[src/rtl/fpdiv.sv]
// IEEE-754 single-precision divider: multi-cycle restoring divide, truncating rounding.
// IDLE -> UNPACK -> (DONE | DIVIDE x25 -> NORM -> DONE); special operands resolve in UNPACK.
module fpdiv (
  input  logic        clk,
  input  logic        reset,
  input  logic        start,
  input  logic [31:0] oprA,
  input  logic [31:0] oprB,
  output logic        busy,
  output logic        done,
  output logic [31:0] Result
);

  // state  | meaning
  // IDLE   | waiting for start
  // UNPACK | classify operands, resolve specials or load divider
  // DIVIDE | one restoring quotient bit per cycle, 25 cycles
  // NORM   | normalise quotient, range check, pack result
  // DONE   | result valid, one-cycle done pulse
  typedef enum logic [2:0] {IDLE, UNPACK, DIVIDE, NORM, DONE} state_t;

  state_t             state, state_nxt;
  logic        [31:0] a_q, b_q;
  logic        [24:0] rem, q;
  logic        [23:0] mb;
  logic signed [9:0]  exp_q;
  logic        [4:0]  cnt;
  logic               sign_q;
  logic               busy_nxt, done_nxt;

  logic [7:0]  ea, eb;
  logic [22:0] fa, fb;
  logic        a_nan, b_nan, a_inf, b_inf, a_zero, b_zero, special, sgn;
  logic [31:0] special_res;

  assign ea     = a_q[30:23];
  assign eb     = b_q[30:23];
  assign fa     = a_q[22:0];
  assign fb     = b_q[22:0];
  assign sgn    = a_q[31] ^ b_q[31];
  assign a_nan  = (ea == 8'hff) && (fa != 23'd0);
  assign b_nan  = (eb == 8'hff) && (fb != 23'd0);
  assign a_inf  = (ea == 8'hff) && (fa == 23'd0);
  assign b_inf  = (eb == 8'hff) && (fb == 23'd0);
  // denormals fall in with zero here
  assign a_zero = (ea == 8'h00);
  assign b_zero = (eb == 8'h00);
  assign special = a_nan | b_nan | a_inf | b_inf | a_zero | b_zero;

  always_comb begin
    special_res = {sgn, 31'd0};
    if (a_nan || b_nan || (a_zero && b_zero) || (a_inf && b_inf))
      special_res = 32'h7fc00000;
    else if (a_inf || b_zero)
      special_res = {sgn, 8'hff, 23'd0};
  end

  logic        [24:0] diff;
  logic signed [9:0]  exp_n;
  logic        [22:0] frac_n;
  logic        [31:0] norm_res;

  assign diff = rem - {1'b0, mb};

  always_comb begin
    frac_n = q[22:0];
    exp_n  = exp_q - 10'sd1;
    if (q[24]) begin
      frac_n = q[23:1];
      exp_n  = exp_q;
    end
    norm_res = {sign_q, exp_n[7:0], frac_n};
    if (exp_n >= 10'sd255)
      norm_res = {sign_q, 8'hff, 23'd0};
    else if (exp_n <= 10'sd0)
      norm_res = {sign_q, 31'd0};
  end

  always_ff @(posedge clk) begin
    if (reset) state <= IDLE;
    else       state <= state_nxt;
  end

  always_comb begin
    state_nxt = state;
    case (state)
      IDLE:    if (start) state_nxt = UNPACK;
      UNPACK:  state_nxt = special ? DONE : DIVIDE;
      DIVIDE:  if (cnt == 5'd0) state_nxt = NORM;
      NORM:    state_nxt = DONE;
      DONE:    state_nxt = start ? UNPACK : IDLE;
      default: state_nxt = IDLE;
    endcase
  end

  // outputs decoded from the next state so they are registered alongside it
  always_comb begin
    busy_nxt = (state_nxt == UNPACK) || (state_nxt == DIVIDE) || (state_nxt == NORM);
    done_nxt = (state_nxt == DONE);
  end

  always_ff @(posedge clk) begin
    if (reset) begin
      busy   <= 1'b0;
      done   <= 1'b0;
      Result <= 32'd0;
      a_q    <= 32'd0;
      b_q    <= 32'd0;
      rem    <= 25'd0;
      q      <= 25'd0;
      mb     <= 24'd0;
      exp_q  <= 10'sd0;
      cnt    <= 5'd0;
      sign_q <= 1'b0;
    end else begin
      busy <= busy_nxt;
      done <= done_nxt;
      case (state)
        IDLE, DONE: begin
          if (start) begin
            a_q <= oprA;
            b_q <= oprB;
          end
        end
        UNPACK: begin
          sign_q <= sgn;
          if (special) begin
            Result <= special_res;
          end else begin
            rem   <= {2'b01, fa};
            mb    <= {1'b1, fb};
            exp_q <= $signed({2'b00, ea} - {2'b00, eb} + 10'd127);
            q     <= 25'd0;
            cnt   <= 5'd24;
          end
        end
        DIVIDE: begin
          if (rem >= {1'b0, mb}) begin
            rem <= {diff[23:0], 1'b0};
            q   <= {q[23:0], 1'b1};
          end else begin
            rem <= {rem[23:0], 1'b0};
            q   <= {q[23:0], 1'b0};
          end
          cnt <= cnt - 5'd1;
        end
        NORM:    Result <= norm_res;
        default: ;
      endcase
    end
  end

endmodule

[config.mk]
export PLATFORM = sky130hd
export DESIGN_NAME = fpdiv
export DESIGN_NICKNAME = d
export VERILOG_FILES = /design/src/rtl/fpdiv.sv
export SDC_FILE = /design/constraint.sdc
export NUM_CORES = 1
export LEC_CHECK = 0
export CAP_MARGIN = 15
export CORE_ASPECT_RATIO = 0.5
export CORE_UTILIZATION = 30
export DETAILED_ROUTE_END_ITERATION = 10
export GPL_TIMING_DRIVEN = 0
export PLACE_DENSITY_LB_ADDON = 0.3
export RECOVER_POWER = 25
export SLEW_MARGIN = 15
export SYNTH_ARGS = -nofsm -noshare
export SYNTH_HDL_FRONTEND = slang
export SYNTH_SLANG_ARGS = --single-unit
[constraint.sdc]
create_clock -name clk -period 3.65 [get_ports clk]
set_input_delay 0.73 -clock clk [delete_from_list [all_inputs] [get_ports clk]]
set_output_delay 0.73 -clock clk [all_outputs]
set_load 0.05 [all_outputs]
### Word-level counts from Yosys, hierarchy flattened

Cells that the tools add are included.

* output and inout bits: 34
* flip-flop bits (word level): 191
* input port bits: 67
* logic and storage cells: 87

* add/sub/neg operators: 5
* muxes and demuxes: 21
* eq/ne operators: 12
* bitwise operators: 7
* order comparisons: 3
* reductions and logical operators: 27

Operator list (count)
* $pmux 25 s2: 2
* $mux 31: 3
* $mux 25: 3
* $mux 32: 2
* $pmux 32 s2: 1
* $logic_not 23->1: 2
* $reduce_bool 23->1: 2
* $ge 25x24->1: 1
* $sub 24x24->24: 1
* $mux 23: 1
* $eq 8x8->1 const B: 2
* $logic_not 8->1: 2
* $pmux 3 s5: 1
* $eq 3x2->1 const B: 4
* $add 9x8->10 const B: 1
* $ge 10x9->1 const B: 1
* $le 10x1->1 const B: 1
* $mux 10: 1
* $pmux 5 s2: 1
* $sub 10x2->10 const B: 1
* $mux 3: 3
* $sub 8x8->9: 1
* $reduce_and 2->1: 4
* $eq 3x1->1 const B: 2
* other kinds (14): 32

### Longest topological paths before layout

* depth after elaboration: 12
* depth in mapped cells: 13
* mapped depth without buffers: 13

### Worst setup path after synthesis

No wires, ideal clock.

* path type: register -> register
* start: register mb[1]
* end: register rem[11]
* stages on the path, launching flop included: 13
* clock period less this slack: 2.674 ns
* data arrival time: 2.542 ns
* setup time: 0.132 ns
* required time: 3.518 ns
* buffers on the path: 2
* setup slack: 0.976 ns
* path through: dfxtp_1 inv_1 ha_1 nor2b_1 o31a_1 o21ai_1 a211o_1 a2111oi_4 a21oi_2 buf_2 buf_2 a211oi_1 nor3_1

* word-level cells in the longest chain between the ends: 3
* elaborated cells between the ends (all ways): 4
* classes of those cells: add/sub: 1; order compare: 1; mux: 2

Ends and longest elaborated chain
* start, declared: RTL line 25 `logic [23:0] mb;`
* start signal, assigned: RTL line 131 `mb <= {1'b1, fb};`
* $sub 24x24->24 or $ge 25x24->1 (tied branches): RTL line 63, 138
* $mux 25 (*): RTL line 138 `if (rem >= {1'b0, mb}) begin`
* $pmux 25 s2 (*): RTL line 118 `case (state)`
* end signal, assigned: RTL line 130 `rem <= {2'b01, fa};`
* end signal, assigned: RTL line 139 `rem <= {diff[23:0], 1'b0};`
* end signal, assigned: RTL line 142 `rem <= {rem[23:0], 1'b0};`
* end, declared: RTL line 24 `logic [24:0] rem, q;`

Mark *: on every way between the ends. The rest lies on a longest branch, timed or not.
A chain may end at the register's enable or synchronous reset.

### Worst setup path in the final report

* start: register mb[1]
* end: register rem[20]

The elaborated chain is that of the path after synthesis.

==> run summary <==
Vias in the first global route: 8714
Pwr/cell area: 576 nW/um^2
Pin count of the biggest net entering global routing: 17
Largest family of logic cells by synthesized area: simple AND/OR/NAND/NOR gates
Max Freq: 291 MHz
ANT cells: 0
Layout cell share with drive strength beyond 1: 5.11%
Post-synth ARST share: 0%
Post-CTS sizing: 0
Commonest non-fill, non-tap cell in the layout: nand2_1
Post-DP HPWL: 22.3 mm
Initial DRC count: 707
Die area: 32500 um^2
Antenna viol nets, final: 0
Setup TNS: 0 ps
Clock-pin slew on the worst setup and hold paths: 70 ps
Max Cap Viol: 0
Hold depth: 2
Synthesized area per cell: 7.81 um^2
Worst setup path class: reg -> reg
Tcrit/Tclk final: 94.3%
Critical Path Start Type: register
Flop2flop setup slack: 210 ps
Xor/xnor share of the synthesized area: 3.31%
Placement Rows: 45
Worst path required time: 3930 ps
Die height: 128 um
Cts hold-fix bufs: 0
DR vias/cell: 5.05
Final Hold Vio Count: 0
Period minus WS final: 3440 ps
Die X: 254 um
Total GRT Usage: 17.8%
Reg2Reg Depth: 11
EDFF count, synth: 0
DRC Markers: 0
CTS tree: done
Cell count after synthesis: 1219
Commonest cells after routing, fill and taps aside: 268 x nand2_1, 191 x dfxtp_1, 158 x a21oi_1, 82 x nor2_1, 67 x clkbuf_1
DR WL/cell: 15.9 um
Initial antenna violation count: 0
Post-route insts no fill: 1774
Crit-path max FO: 3
PortBufs: 100
Htree depth: 4
Relative slew slack: 25.9%
Min-delay worst type: reg -> reg
RSZ-0062 raised after global routing: false
Syn_nets: 1323
Critical R2R Launch: mb[1]
Post-CTS setup buffers: 0
Post-Synth Adder-Cell Area: 5.02%
Area Overhead vs Synth: 22.4%
Final slew viol count: 0
First-pass GRT wire length: 45.1 mm
DRT Wirelength: 28.1 mm
Netlist cell types: 64
CP arrival: 3730 ps
Status: complete, no violations
Total CTS buffers: 17
Util after Layout: 37.9%
RR Endpoint: rem[20]
Leakage: 4.27 nW
I/O pin cnt: 101
Worst Skew: 11.5 ps
Min-delay src: Result[5]
Remaining global-route overflow: 0
Fin Hold WS: 452 ps
Post-synth top flop: dfxtp_1
Clock latency on the worst-skew pair: 440 ps
Yosys Warn Count: 0
Nets: 1442
Sequential cell area fraction in the yosys report: 40.2%
Inst Count DP: 1742
Compound-cell area share of the yosys netlist: 20.3%
Tightest Pin Transition: 1080 ps
GPL Wtd Cong: 0.911
Vias: 8954
Area of the core: 30700 um^2
Mux cell area share after synthesis: 3.59%
Peak supply drop: 0.000323 V
WHS Endpoint: Result[5]
Post-Synth Simple-Gate Area: 22.4%
Total clock sinks: 191
Root Buffer: clkbuf_16
Starting Density: 31.0%
Post-Syn Area: 9520 um^2
Drt pass-1 iters: 7
#FFs+latches synth: 191
Final setup vio count: 0
Max Root-Sink Buffers: 2
Crit path capture type: register
synth_stat cells, drive strengths merged, types with 9 or more instances:
cell type	count	share of area (%)
xnor2	22	2.0
nand2b	12	0.79
buf	11	0.71
nand3	34	1.8
or3	9	0.70
o21ai	49	3.4
nand2	268	11
mux2i	33	3.5
nor3	24	1.3
inv	50	2.0
a211oi	16	1.3
dfxtp	191	40
clkbuf	64	2.5
a21oi	159	8.4
ha	35	4.6
a31oi	13	0.85
xor2	14	1.3
a2111oi	10	1.1
nor4	16	1.1
a21o	13	1.0
nor2	82	3.2
registers in the layout, indices dropped and copies added, names as in the netlist:
name    cells
busy        1
q          25
sign_q      1
b_q        32
cnt         5
state       3
mb         24
a_q        32
Result     32
exp_q      10
done        1
rem        25
logic make-up (layout without fill, tap and decap cells):
| family | Yosys count | count (layout) |
|---|---|---|
| fa+ha+maj | 37 | 37 |
| buf+inv | 125 | 257 |
| xor+xnor | 36 | 36 |
| compound gates | 309 | 309 |
| flops | 191 | 191 |
| mux | 34 | 34 |
| simple gates | 487 | 487 |
area by class of cell:
class / count / area [um^2]
Clock inverter: 12 / 158
Buffer: 75 / 308
Multi-Input combinational cell: 903 / 5200
Timing Repair Buffer: 100 / 1000
Clock buffer: 20 / 447
Tap cell: 423 / 529
Sequential cell: 191 / 3820
Inverter: 50 / 188
Fill cell: 3231 / 19100
critical path, cell delays in order, from the launching register on:
cell	delay (ps)
dfxtp_1	390
inv_1	70
ha_1	280
nor2b_1	140
o31a_1	260
o21ai_1	230
a311oi_1	140
a2111oi_0	940
o21ai_0	260
a21oi_1	240
mux2i_1	240
a221oi_1	100
metrics by stage:
stage	total power [mW]	worst slack [ps]	cell area, um^2
2_1_floorplan	4.14	976	9520
3_3_place_gp	4.78	311	11100
3_5_place_dp	4.81	280	11100
4_1_cts	6.75	261	11700
5_1_grt	7.12	0.385	11700
6_report	6.72	208	11700
metal layers:
layer | vias to the layer above | wire length [um] | track usage [%]
met1 | 4250 | 13000 | 23.4
met5 | - | 0 | 0
met2 | 217 | 13100 | 29.8
li1 | 4452 | - | -
met4 | 0 | 557 | 5.88
met3 | 35 | 1490 | 2.94
power by group:
part	leakage [nW]	switching, mW	total, mW	internal [mW]
registers	1.55	0.124	2.35	2.23
logic	2.43	1.48	2.44	0.959
clock network	0.287	0.829	1.93	1.10
how the worst max path moves through the flow:
stage                     slack (ps)  start      end
after floorplan                  980  mb[1]  rem[11]
after global placement           310  mb[1]  rem[20]
after detailed placement         280  mb[1]  rem[20]
after CTS                        260  mb[1]  rem[20]
after global routing             0.4  mb[1]  rem[20]
final                            210  mb[1]  rem[20]
Power figures use the tool's default switching activity.
